File: src/rtl/npu_core_vec_if.sv
// Operand-beat and output-byte stream handshakes for npu_core_vec.
// Lane i of IN_A/IN_B occupies [i*DATA_W +: DATA_W].
interface npu_core_vec_if #(
    parameter int NUM_LANES = 4,
    parameter int DATA_W    = 8
);
    logic                        IN_VALID;
    logic                        IN_READY;
    logic                        IN_LAST;
    logic [NUM_LANES*DATA_W-1:0] IN_A;
    logic [NUM_LANES*DATA_W-1:0] IN_B;
    logic                        OUT_VALID;
    logic                        OUT_READY;
    logic [7:0]                  OUT_DATA;

    modport master (
        output IN_VALID, IN_LAST, IN_A, IN_B, OUT_READY,
        input  IN_READY, OUT_VALID, OUT_DATA
    );

    modport slave (
        input  IN_VALID, IN_LAST, IN_A, IN_B, OUT_READY,
        output IN_READY, OUT_VALID, OUT_DATA
    );
endinterface

File: src/rtl/npu_core_vec.sv
// Sequenced NUM_LANES-wide signed MAC with bias, ReLU, running argmax and byte FIFO output.
// Define NPU_SAT_EN for saturating accumulation and a live OVF flag; otherwise adds wrap.
module npu_core_vec #(
    parameter int NUM_LANES  = 4,
    parameter int DATA_W     = 8,
    parameter int ACC_W      = 16,
    parameter int FIFO_DEPTH = 128
) (
    input  logic                       CLKEXT,
    input  logic                       RST_N,
    npu_core_vec_if.slave              bus,
    input  logic [NUM_LANES*ACC_W-1:0] BIAS,
    input  logic [NUM_LANES-1:0]       BYPASS_RELU,
    input  logic                       CLR_ARGMAX,
    output logic [ACC_W-1:0]           LARGEST,
    output logic [7:0]                 INDEX,
    output logic                       ARGMAX_VALID,
    output logic                       BUSY,
    output logic                       OVF
);
    localparam int NBYTES = NUM_LANES * ACC_W / 8;
    localparam int SER_W  = $clog2(NBYTES) + 1;
    localparam int AW     = $clog2(FIFO_DEPTH);
`ifdef NPU_SAT_EN
    localparam int SUM_W  = ACC_W + 1;
    localparam logic [ACC_W-1:0] ACC_MAX = {1'b0, {(ACC_W-1){1'b1}}};
    localparam logic [ACC_W-1:0] ACC_MIN = {1'b1, {(ACC_W-1){1'b0}}};
`else
    localparam int SUM_W  = ACC_W;
`endif

    typedef enum logic [1:0] {S_ACC, S_BIAS, S_ACT, S_SER} state_t;

    state_t state, state_nxt;

    logic                       in_fire;
    logic                       wr_en;
    logic                       rd_en;
    logic                       ser_last;
    logic [SER_W-1:0]           ser_idx;
    logic [7:0]                 ser_byte;

    logic signed [ACC_W-1:0]    acc     [NUM_LANES];
    logic signed [ACC_W-1:0]    acc_nxt [NUM_LANES];
    logic signed [ACC_W-1:0]    act     [NUM_LANES];
    logic [NUM_LANES*ACC_W-1:0] res;

    logic [DATA_W-1:0]          op_a, op_b;
    logic signed [ACC_W-1:0]    pa, pb, addend;
    logic [SUM_W-1:0]           sum;
`ifdef NPU_SAT_EN
    logic                       sat_hit;
    logic                       ovf_q;
`endif

    logic signed [ACC_W-1:0]    largest_q, best_val;
    logic [7:0]                 index_q, best_idx, cand_idx;
    logic                       valid_q, best_any;
    logic [7:0]                 group_cnt;

    logic [7:0]                 mem [FIFO_DEPTH];
    logic [AW-1:0]              wr_ptr, rd_ptr;
    logic [AW:0]                count;
    logic                       fifo_full, fifo_empty;
    logic [7:0]                 head;

    // ---------------- sequencer ----------------
    always_ff @(posedge CLKEXT) begin
        if (!RST_N) state <= S_ACC;
        else        state <= state_nxt;
    end

    always_comb begin
        state_nxt    = state;
        bus.IN_READY = 1'b0;
        wr_en        = 1'b0;
        ser_last     = 1'b0;
        unique case (state)
            S_ACC: begin
                bus.IN_READY = 1'b1;
                if (bus.IN_VALID && bus.IN_LAST) state_nxt = S_BIAS;
            end
            S_BIAS: state_nxt = S_ACT;
            S_ACT:  state_nxt = S_SER;
            S_SER: begin
                if (!fifo_full) begin
                    wr_en = 1'b1;
                    if (ser_idx == SER_W'(NBYTES - 1)) begin
                        ser_last  = 1'b1;
                        state_nxt = S_ACC;
                    end
                end
            end
            default: state_nxt = S_ACC;
        endcase
    end

    assign in_fire = bus.IN_VALID && bus.IN_READY;
    assign BUSY    = (state != S_ACC);

    // ---------------- lane datapath ----------------
    always_comb begin
        op_a   = '0;
        op_b   = '0;
        pa     = '0;
        pb     = '0;
        addend = '0;
        sum    = '0;
`ifdef NPU_SAT_EN
        sat_hit = 1'b0;
`endif
        for (int unsigned i = 0; i < NUM_LANES; i++) begin
            op_a   = bus.IN_A[i*DATA_W +: DATA_W];
            op_b   = bus.IN_B[i*DATA_W +: DATA_W];
            pa     = {{(ACC_W-DATA_W){op_a[DATA_W-1]}}, op_a};
            pb     = {{(ACC_W-DATA_W){op_b[DATA_W-1]}}, op_b};
            addend = '0;
            if (state == S_ACC && in_fire) addend = pa * pb;
            else if (state == S_BIAS)      addend = BIAS[i*ACC_W +: ACC_W];
`ifdef NPU_SAT_EN
            sum = {acc[i][ACC_W-1], acc[i]} + {addend[ACC_W-1], addend};
            if (sum[ACC_W] != sum[ACC_W-1]) begin
                acc_nxt[i] = sum[ACC_W] ? ACC_MIN : ACC_MAX;
                sat_hit    = 1'b1;
            end else begin
                acc_nxt[i] = sum[ACC_W-1:0];
            end
`else
            sum        = acc[i] + addend;
            acc_nxt[i] = sum;
`endif
            if (ser_last) acc_nxt[i] = '0;
            act[i] = (acc[i][ACC_W-1] && !BYPASS_RELU[i]) ? '0 : acc[i];
        end
    end

    always_ff @(posedge CLKEXT) begin
        if (!RST_N) begin
            for (int unsigned i = 0; i < NUM_LANES; i++) acc[i] <= '0;
            res     <= '0;
            ser_idx <= '0;
        end else begin
            for (int unsigned i = 0; i < NUM_LANES; i++) acc[i] <= acc_nxt[i];
            if (state == S_ACT) begin
                for (int unsigned i = 0; i < NUM_LANES; i++) res[i*ACC_W +: ACC_W] <= act[i];
            end
            if (wr_en) ser_idx <= ser_last ? '0 : ser_idx + SER_W'(1);
        end
    end

`ifdef NPU_SAT_EN
    always_ff @(posedge CLKEXT) begin
        if (!RST_N || CLR_ARGMAX) ovf_q <= 1'b0;
        else if (sat_hit)         ovf_q <= 1'b1;
    end
    assign OVF = ovf_q;
`else
    assign OVF = 1'b0;
`endif

    // ---------------- running argmax ----------------
    // Strict > scan keeps the lowest lane on ties; an empty argmax takes lane 0 unconditionally.
    always_comb begin
        best_val = largest_q;
        best_idx = index_q;
        best_any = valid_q;
        cand_idx = '0;
        for (int unsigned i = 0; i < NUM_LANES; i++) begin
            cand_idx = 8'(32'(group_cnt) * NUM_LANES + i);
            if (!best_any || act[i] > best_val) begin
                best_val = act[i];
                best_idx = cand_idx;
                best_any = 1'b1;
            end
        end
    end

    always_ff @(posedge CLKEXT) begin
        if (!RST_N || CLR_ARGMAX) begin
            largest_q <= '0;
            index_q   <= '0;
            valid_q   <= 1'b0;
            group_cnt <= '0;
        end else if (state == S_ACT) begin
            largest_q <= best_val;
            index_q   <= best_idx;
            valid_q   <= 1'b1;
            group_cnt <= group_cnt + 8'd1;
        end
    end

    assign LARGEST      = largest_q;
    assign INDEX        = index_q;
    assign ARGMAX_VALID = valid_q;

    // ---------------- output byte FIFO ----------------
    always_comb begin
        ser_byte = '0;
        for (int unsigned j = 0; j < NBYTES; j++) begin
            if (ser_idx == SER_W'(j)) ser_byte = res[j*8 +: 8];
        end
    end

    assign fifo_full  = (count == (AW+1)'(FIFO_DEPTH));
    assign fifo_empty = (count == '0);
    assign rd_en      = bus.OUT_READY && !fifo_empty;

    always_ff @(posedge CLKEXT) begin
        if (wr_en) mem[wr_ptr] <= ser_byte;
    end

    // Head is a register so OUT_DATA only moves on a pop or on a write into an empty FIFO.
    always_ff @(posedge CLKEXT) begin
        if (!RST_N) begin
            wr_ptr <= '0;
            rd_ptr <= '0;
            count  <= '0;
            head   <= '0;
        end else begin
            if (wr_en) wr_ptr <= wr_ptr + AW'(1);
            if (rd_en) rd_ptr <= rd_ptr + AW'(1);
            if (wr_en && !rd_en)      count <= count + (AW+1)'(1);
            else if (rd_en && !wr_en) count <= count - (AW+1)'(1);
            if (rd_en) begin
                if (count > (AW+1)'(1)) head <= mem[rd_ptr + AW'(1)];
                else if (wr_en)         head <= ser_byte;
            end else if (wr_en && fifo_empty) begin
                head <= ser_byte;
            end
        end
    end

    assign bus.OUT_VALID = !fifo_empty;
    assign bus.OUT_DATA  = head;
endmodule

File: src/flat_wrapper.sv
// flat-port wrapper written by rule: the top's interface ports become plain ports
module npu_core_vec_flat 
#(
    parameter int NUM_LANES  = 4,
    parameter int DATA_W     = 8,
    parameter int ACC_W      = 16,
    parameter int FIFO_DEPTH = 128
)
  (CLKEXT, RST_N, BIAS, BYPASS_RELU, CLR_ARGMAX, LARGEST, INDEX, ARGMAX_VALID, BUSY, OVF, bus_IN_VALID, bus_IN_LAST, bus_IN_A, bus_IN_B, bus_OUT_READY, bus_IN_READY, bus_OUT_VALID, bus_OUT_DATA);
  npu_core_vec_if #(.NUM_LANES(NUM_LANES), .DATA_W(DATA_W)) bus_i ();
  input  logic CLKEXT;
  input  logic RST_N;
  input  logic [NUM_LANES*ACC_W-1:0] BIAS;
  input  logic [NUM_LANES-1:0] BYPASS_RELU;
  input  logic CLR_ARGMAX;
  output logic [ACC_W-1:0] LARGEST;
  output logic [7:0] INDEX;
  output logic ARGMAX_VALID;
  output logic BUSY;
  output logic OVF;
  input wire logic [$bits(bus_i.IN_VALID)-1:0] bus_IN_VALID;
  input wire logic [$bits(bus_i.IN_LAST)-1:0] bus_IN_LAST;
  input wire logic [$bits(bus_i.IN_A)-1:0] bus_IN_A;
  input wire logic [$bits(bus_i.IN_B)-1:0] bus_IN_B;
  input wire logic [$bits(bus_i.OUT_READY)-1:0] bus_OUT_READY;
  output wire logic [$bits(bus_i.IN_READY)-1:0] bus_IN_READY;
  output wire logic [$bits(bus_i.OUT_VALID)-1:0] bus_OUT_VALID;
  output wire logic [$bits(bus_i.OUT_DATA)-1:0] bus_OUT_DATA;
  assign bus_i.IN_VALID = bus_IN_VALID;
  assign bus_i.IN_LAST = bus_IN_LAST;
  assign bus_i.IN_A = bus_IN_A;
  assign bus_i.IN_B = bus_IN_B;
  assign bus_i.OUT_READY = bus_OUT_READY;
  assign bus_IN_READY = bus_i.IN_READY;
  assign bus_OUT_VALID = bus_i.OUT_VALID;
  assign bus_OUT_DATA = bus_i.OUT_DATA;
  npu_core_vec #(.NUM_LANES(NUM_LANES), .DATA_W(DATA_W), .ACC_W(ACC_W), .FIFO_DEPTH(FIFO_DEPTH)) u_core (.CLKEXT(CLKEXT), .RST_N(RST_N), .bus(bus_i), .BIAS(BIAS), .BYPASS_RELU(BYPASS_RELU), .CLR_ARGMAX(CLR_ARGMAX), .LARGEST(LARGEST), .INDEX(INDEX), .ARGMAX_VALID(ARGMAX_VALID), .BUSY(BUSY), .OVF(OVF));
endmodule
File: config.mk
export PLATFORM = sky130hd
export DESIGN_NAME = npu_core_vec_flat
export DESIGN_NICKNAME = d
export VERILOG_FILES = /design/src/rtl/npu_core_vec_if.sv /design/src/rtl/npu_core_vec.sv /design/src/flat_wrapper.sv
export SDC_FILE = /design/constraint.sdc
export NUM_CORES = 2
export LEC_CHECK = 0
export CORE_MARGIN = 8
export CORE_UTILIZATION = 30
export DETAILED_ROUTE_END_ITERATION = 7
export PLACE_DENSITY = 0.49
export SLEW_MARGIN = 20
export SYNTH_ARGS = -nofsm -noshare
export SYNTH_HDL_FRONTEND = slang
export SYNTH_SLANG_ARGS = --single-unit
File: constraint.sdc
create_clock -name CLKEXT -period 28.2 [get_ports CLKEXT]
set_clock_uncertainty 0.1 [all_clocks]
set_input_delay 5.64 -clock CLKEXT [delete_from_list [all_inputs] [get_ports CLKEXT]]
set_output_delay 5.64 -clock CLKEXT [all_outputs]
set_load 0.01 [all_outputs]
# Word level (Yosys, flattened, before mapping)
# Memories as Yosys holds them, arrays and structs flattened.
# Index checks and enable logic that the tools add are counted.
[op_classes]
n_eq_ne = 15
mul = 4
n_lt_le_gt_ge = 5
addsub = 13
reduce_logical = 38
n_bitwise = 4
mux = 60
[ops]
columns = ["operator", "count"]
rows = [
  ["16-bit 2-to-1 mux", 24],
  ["8-bit 2-to-1 mux", 18],
  ["16-bit adder", 4],
  ["16-bit > comparator", 4],
  ["8-bit by 8-bit multiplier with 16-bit output", 4],
  ["8-bit by 1-bit adder with 8-bit output (second input constant)", 3],
  ["8-bit by 2-bit adder with 8-bit output (second input constant)", 2],
  ["4-bit by 3-bit == test with 1-bit output (second input constant)", 4],
  ["7-bit by 1-bit adder with 7-bit output (second input constant)", 2],
  ["1-bit 2-to-1 mux", 13],
  ["1-bit logical NOT", 12],
  ["1-bit logical AND", 11],
  ["4-bit by 2-bit == test with 1-bit output (second input constant)", 2],
  ["8-bit == test (second input constant)", 1],
  ["8-bit by 1-bit > comparator with 1-bit output (second input constant)", 1],
  ["8-bit logical NOT", 1],
  ["2-bit case mux with 4 select lines", 1],
  ["8-bit by 1-bit subtractor with 8-bit output (second input constant)", 1],
  ["2-bit 2-to-1 mux", 3],
  ["2-bit nonzero test", 3],
  ["1-bit logical OR", 5],
  ["4-bit by 1-bit adder with 4-bit output (second input constant)", 1],
  ["2-bit == test (second input constant)", 2],
  ["4-bit by 1-bit == test with 1-bit output (second input constant)", 1],
  ["11 further kinds", 16],
]
[totals]
mem_bits_rw = 1088
word_cells = 152
output_inout_bits = 37
ff_bits = 133
mem_count = 2
[mem_list]
columns = ["name", "depth", "width", "read_ports", "rd_clocked_by_memory_dff", "write_ports", "line_no", "rtl"]
rows = [
  ["u_core.mem", 128, 8, 1, 0, 1, "npu_core_vec.sv:61", "logic [7:0] mem [FIFO_DEPTH];"],
  ["u_core.acc", 4, 16, 4, 0, 4, "npu_core_vec.sv:43", "logic signed [ACC_W-1:0] acc [NUM_LANES];"],
]

# Longest topological paths before layout
[logic_depth]
ltp_word = 16
mapped_depth = 50
depth_no_buf = 43

# Worst setup path after synthesis
# OpenSTA, ideal clock, no wires.
[synth_path]
path_kind = "input port to flip-flop"
startpoint = "input port BYPASS_RELU[0]"
endpoint = "register u_core.largest_q[10], in the netlist u_core.LARGEST[10]"
n_path_buf = 7
t_arrival_ns = 14.196
setup_slack_ns = 13.760
t_required_ns = 27.956
cell_stages = 43
path_cell_list = "nand2b_1 > clkbuf_1 > and2_1 > ha_1 > nand4_2 > nor2_1 > a211oi_1 > or4_1 > buf_2 > nand2_1 > clkbuf_1 > nor2_1 > a21oi_1 > ha_1 > a21oi_1 > o221a_2 > o21ai_0 > nor4_1 > [... 7 more ...] > nand2_1 > or4_4 > nand3_4 > buf_12 > mux2i_1 > ha_1 > nor2b_1 > o21a_1 > o21a_1 > o21a_1 > o211ai_1 > a21o_1 > a21oi_1 > nor3_1 > inv_1 > nand3_1 > clkbuf_1 > o221ai_1"
[synth_lines]
columns = ["element", "line_no", "rtl"]
rows = [
  ["from (decl)", "flat_wrapper.sv:14", "input logic [NUM_LANES-1:0] BYPASS_RELU;"],
  ["to (signal assigned)", "npu_core_vec.sv:185", "largest_q <= best_val;"],
  ["to (decl)", "npu_core_vec.sv:56", "logic signed [ACC_W-1:0] largest_q, best_val;"],
]

==> flow_metrics.tcl <==
set metrics [dict create \
    ys_types 75 \
    track_usage_pct 15.1 \
    crit_arrival_ns 16.58 \
    drtPass1Iterations 5 \
    cp.required_ns 28.75 \
    synthesis.area_um2 62100 \
    dp_hpwl_um 118000 \
    ys.flop_type "edfxtp_1" \
    synth_edf_count 1024 \
    syn_inst 4325 \
    drive_above_1_share_pct 13.7 \
    io_buffers 173 \
    grt_pass1_vias 36914 \
    fp.dieW_um 471 \
    hold_viol 0 \
    critPathLaunchType "input port" \
    fin_crit_sh_pct 56.9 \
    ant_nets 0 \
    core_area_um2 206000 \
    synth_async_sr_flop_share_pct 0 \
    critical_path_class "in -> reg" \
    fillerInstances 20012 \
    h-tree-depth 4 \
    slew_headroom_pct 23.8 \
    power_leakage_nw 25.2 \
    hold_buffers 0 \
    ys_warn_count 0 \
    synth_nets 4940 \
    start_util_pct 30.1 \
    remaining_drc_errors 0 \
    clk_path_buf_depth 3 \
    ir_drop_mv 0.0618 \
    pin_count 175 \
    totalWireLength_um 170000 \
    numCtsBuffers 136 \
    viasPerCell 4.91 \
    setup_slack_ns 12.16 \
    final_nets 5121 \
    antenna_found_initial 14 \
    finalCriticalPeriod_ns 16.04 \
    cts_sinks 1219 \
    pre_cts_slack_ns 11.66 \
    power.density_nw_per_um2 92.9 \
    grt_max_degree 109 \
    clk_pin_slew_worst_paths_ns 0.06 \
    setup_violations 0 \
    root_buffer "clkbuf_16" \
    cts_tree "done" \
    drv_slew 0 \
    post_cts_buffers 0 \
    tightest_slew_ns 1.14 \
    area_delta_synth_final_pct 15.1 \
    cp_slowest_cell "nand3_1" \
    place_congestion 0.847 \
    max_freq_ghz 0.0624 \
    yosysSeqAreaShare_pct 55.8 \
    status "complete, no violations" \
    drt_iter0_drc 2705 \
    overflow 0 \
    fin_setup_tns_ns 0 \
    worstPathMaxFanout 30 \
    hp-class "reg -> reg" \
    rows 167 \
    synth-seq-cells 1219 \
    grt_pass1_wl_um 253000 \
    wl_per_cell_um 23.3 \
    syn_area_per_cell_um2 14.4 \
    cap_violations 0 \
    num_vias 35939 \
    die_h_um 471 \
    die_area_um2 222000 \
    crit_path_end_kind "register" \
    rsz0062_at_grt "false" \
    multiInputGateArea_um2 25600 \
    insertion_delay_ns 0.76 \
    register_area_um2 34700 \
    cts_resized 0 \
    max_stage_delay_ns 0.68 \
    fin_hold_ws_ns 0.375 \
]
sequential cells by signal (all words and copies together) (netlist names):
signal	count
u_core.ARGMAX_VALID	1
u_core.INDEX	8
u_core.LARGEST	16
u_core.acc	64
u_core.bus.OUT_DATA	8
u_core.count	8
u_core.group_cnt	6
u_core.mem	1024
u_core.rd_ptr	7
u_core.res	64
u_core.ser_idx	4
u_core.state	2
u_core.wr_ptr	7
report_power, final:
group	switching [mW]	leakage, nW	internal (mW)	total, mW
sequential	0.0713	11.0	2.02	2.09
clock	0.728	2.12	1.01	1.73
combinational	1.60	12.0	1.22	2.82
cells in the final DEF (no fill, tap or decap), types with 172 or more instances in the layout:
cell type	instances
and2_1	188
clkdlybuf4s50_1	172
dfxtp_1	194
edfxtp_1	1024
fa_1	224
ha_1	250
inv_1	366
mux4_2	336
nand2_1	317
nor2_1	266
kinds of logic after synthesis:
kind of cell	Yosys count	synth area share, %
other	1	0.00604
AOI/OAI and AO/OA	430	4.52
xor gates and xnor gates	148	2.09
muxes	407	13.4
and+or+nand+nor	1098	8.54
adders and majority gates	478	12.3
DFF	1219	55.8
buffers and inverters	544	3.33
worst max-delay path: cells and delay by family:
kind | cells | cell delay (ns)
AO/OA/AOI/OAI | 17 | 3.52
multiplexers | 1 | 0.28
buffers and inverters | 1 | 0.56
AND/OR/NAND/NOR | 15 | 5.25
adder cells (fa/ha/maj) | 4 | 1.29
path summary, 6_finish.rpt:
path | start | end | slack (ns) | cells past startpoint
min | u_core.INDEX[1] | u_core.INDEX[1] | 0.38 | 2
max reg2reg | u_core.acc[0][15] | u_core.LARGEST[5] | 17.23 | 37
max | BYPASS_RELU[0] | u_core.LARGEST[5] | 12.16 | 38
min reg2reg | u_core.INDEX[1] | u_core.INDEX[1] | 0.38 | 2
cell type report:
cell class                 count  area share (%)
sequential                  1219            48.5
clock inverter                58           0.835
tap                         2704            4.73
antenna                        3          0.0105
clock buffer                 183            5.26
timing repair buffer         221            2.97
multi-input combinational   2562            35.8
inverter                     366            1.92
synth_stat cells, drive strengths merged, types with 25 or more instances:
master	instances	area share [%]
fa	224	7.2
nor2	267	1.6
o21ai	97	0.78
edfxtp	1024	50
nand4	25	0.27
dfxtp	195	6.3
xor2	51	0.72
clkbuf	139	0.84
a21boi	38	0.46
nand2b	38	0.38
ha	253	5.1
a21oi	106	0.85
nand2	320	1.9
mux2i	57	0.92
o211ai	27	0.33
inv	366	2.2
mux4	336	12
nand3	113	0.93
buf	39	0.28
xnor2	97	1.4
a21o	32	0.39
nor2b	69	0.70
and2	188	1.9
metal layers:
layer	routed length [um]	global-route usage (%)	vias up
li1	-	-	16222
met1	77800	21.1	18768
met2	82400	24.9	754
met3	7100	2.35	185
met4	3050	3.11	10
met5	50	0	-
metrics by stage:
step	cells	power [mW]	utilization (%)	area, um2
4_1_cts	7313	6.74	34.6	71500
6_report	7316	6.64	34.6	71500
3_3_place_gp	7071	4.98	32.5	67100
5_1_grt	7314	7.05	34.6	71500
2_1_floorplan	4325	4.14	-	62100
3_5_place_dp	7072	4.99	32.5	67100
(Power assumes the default switching activity.)
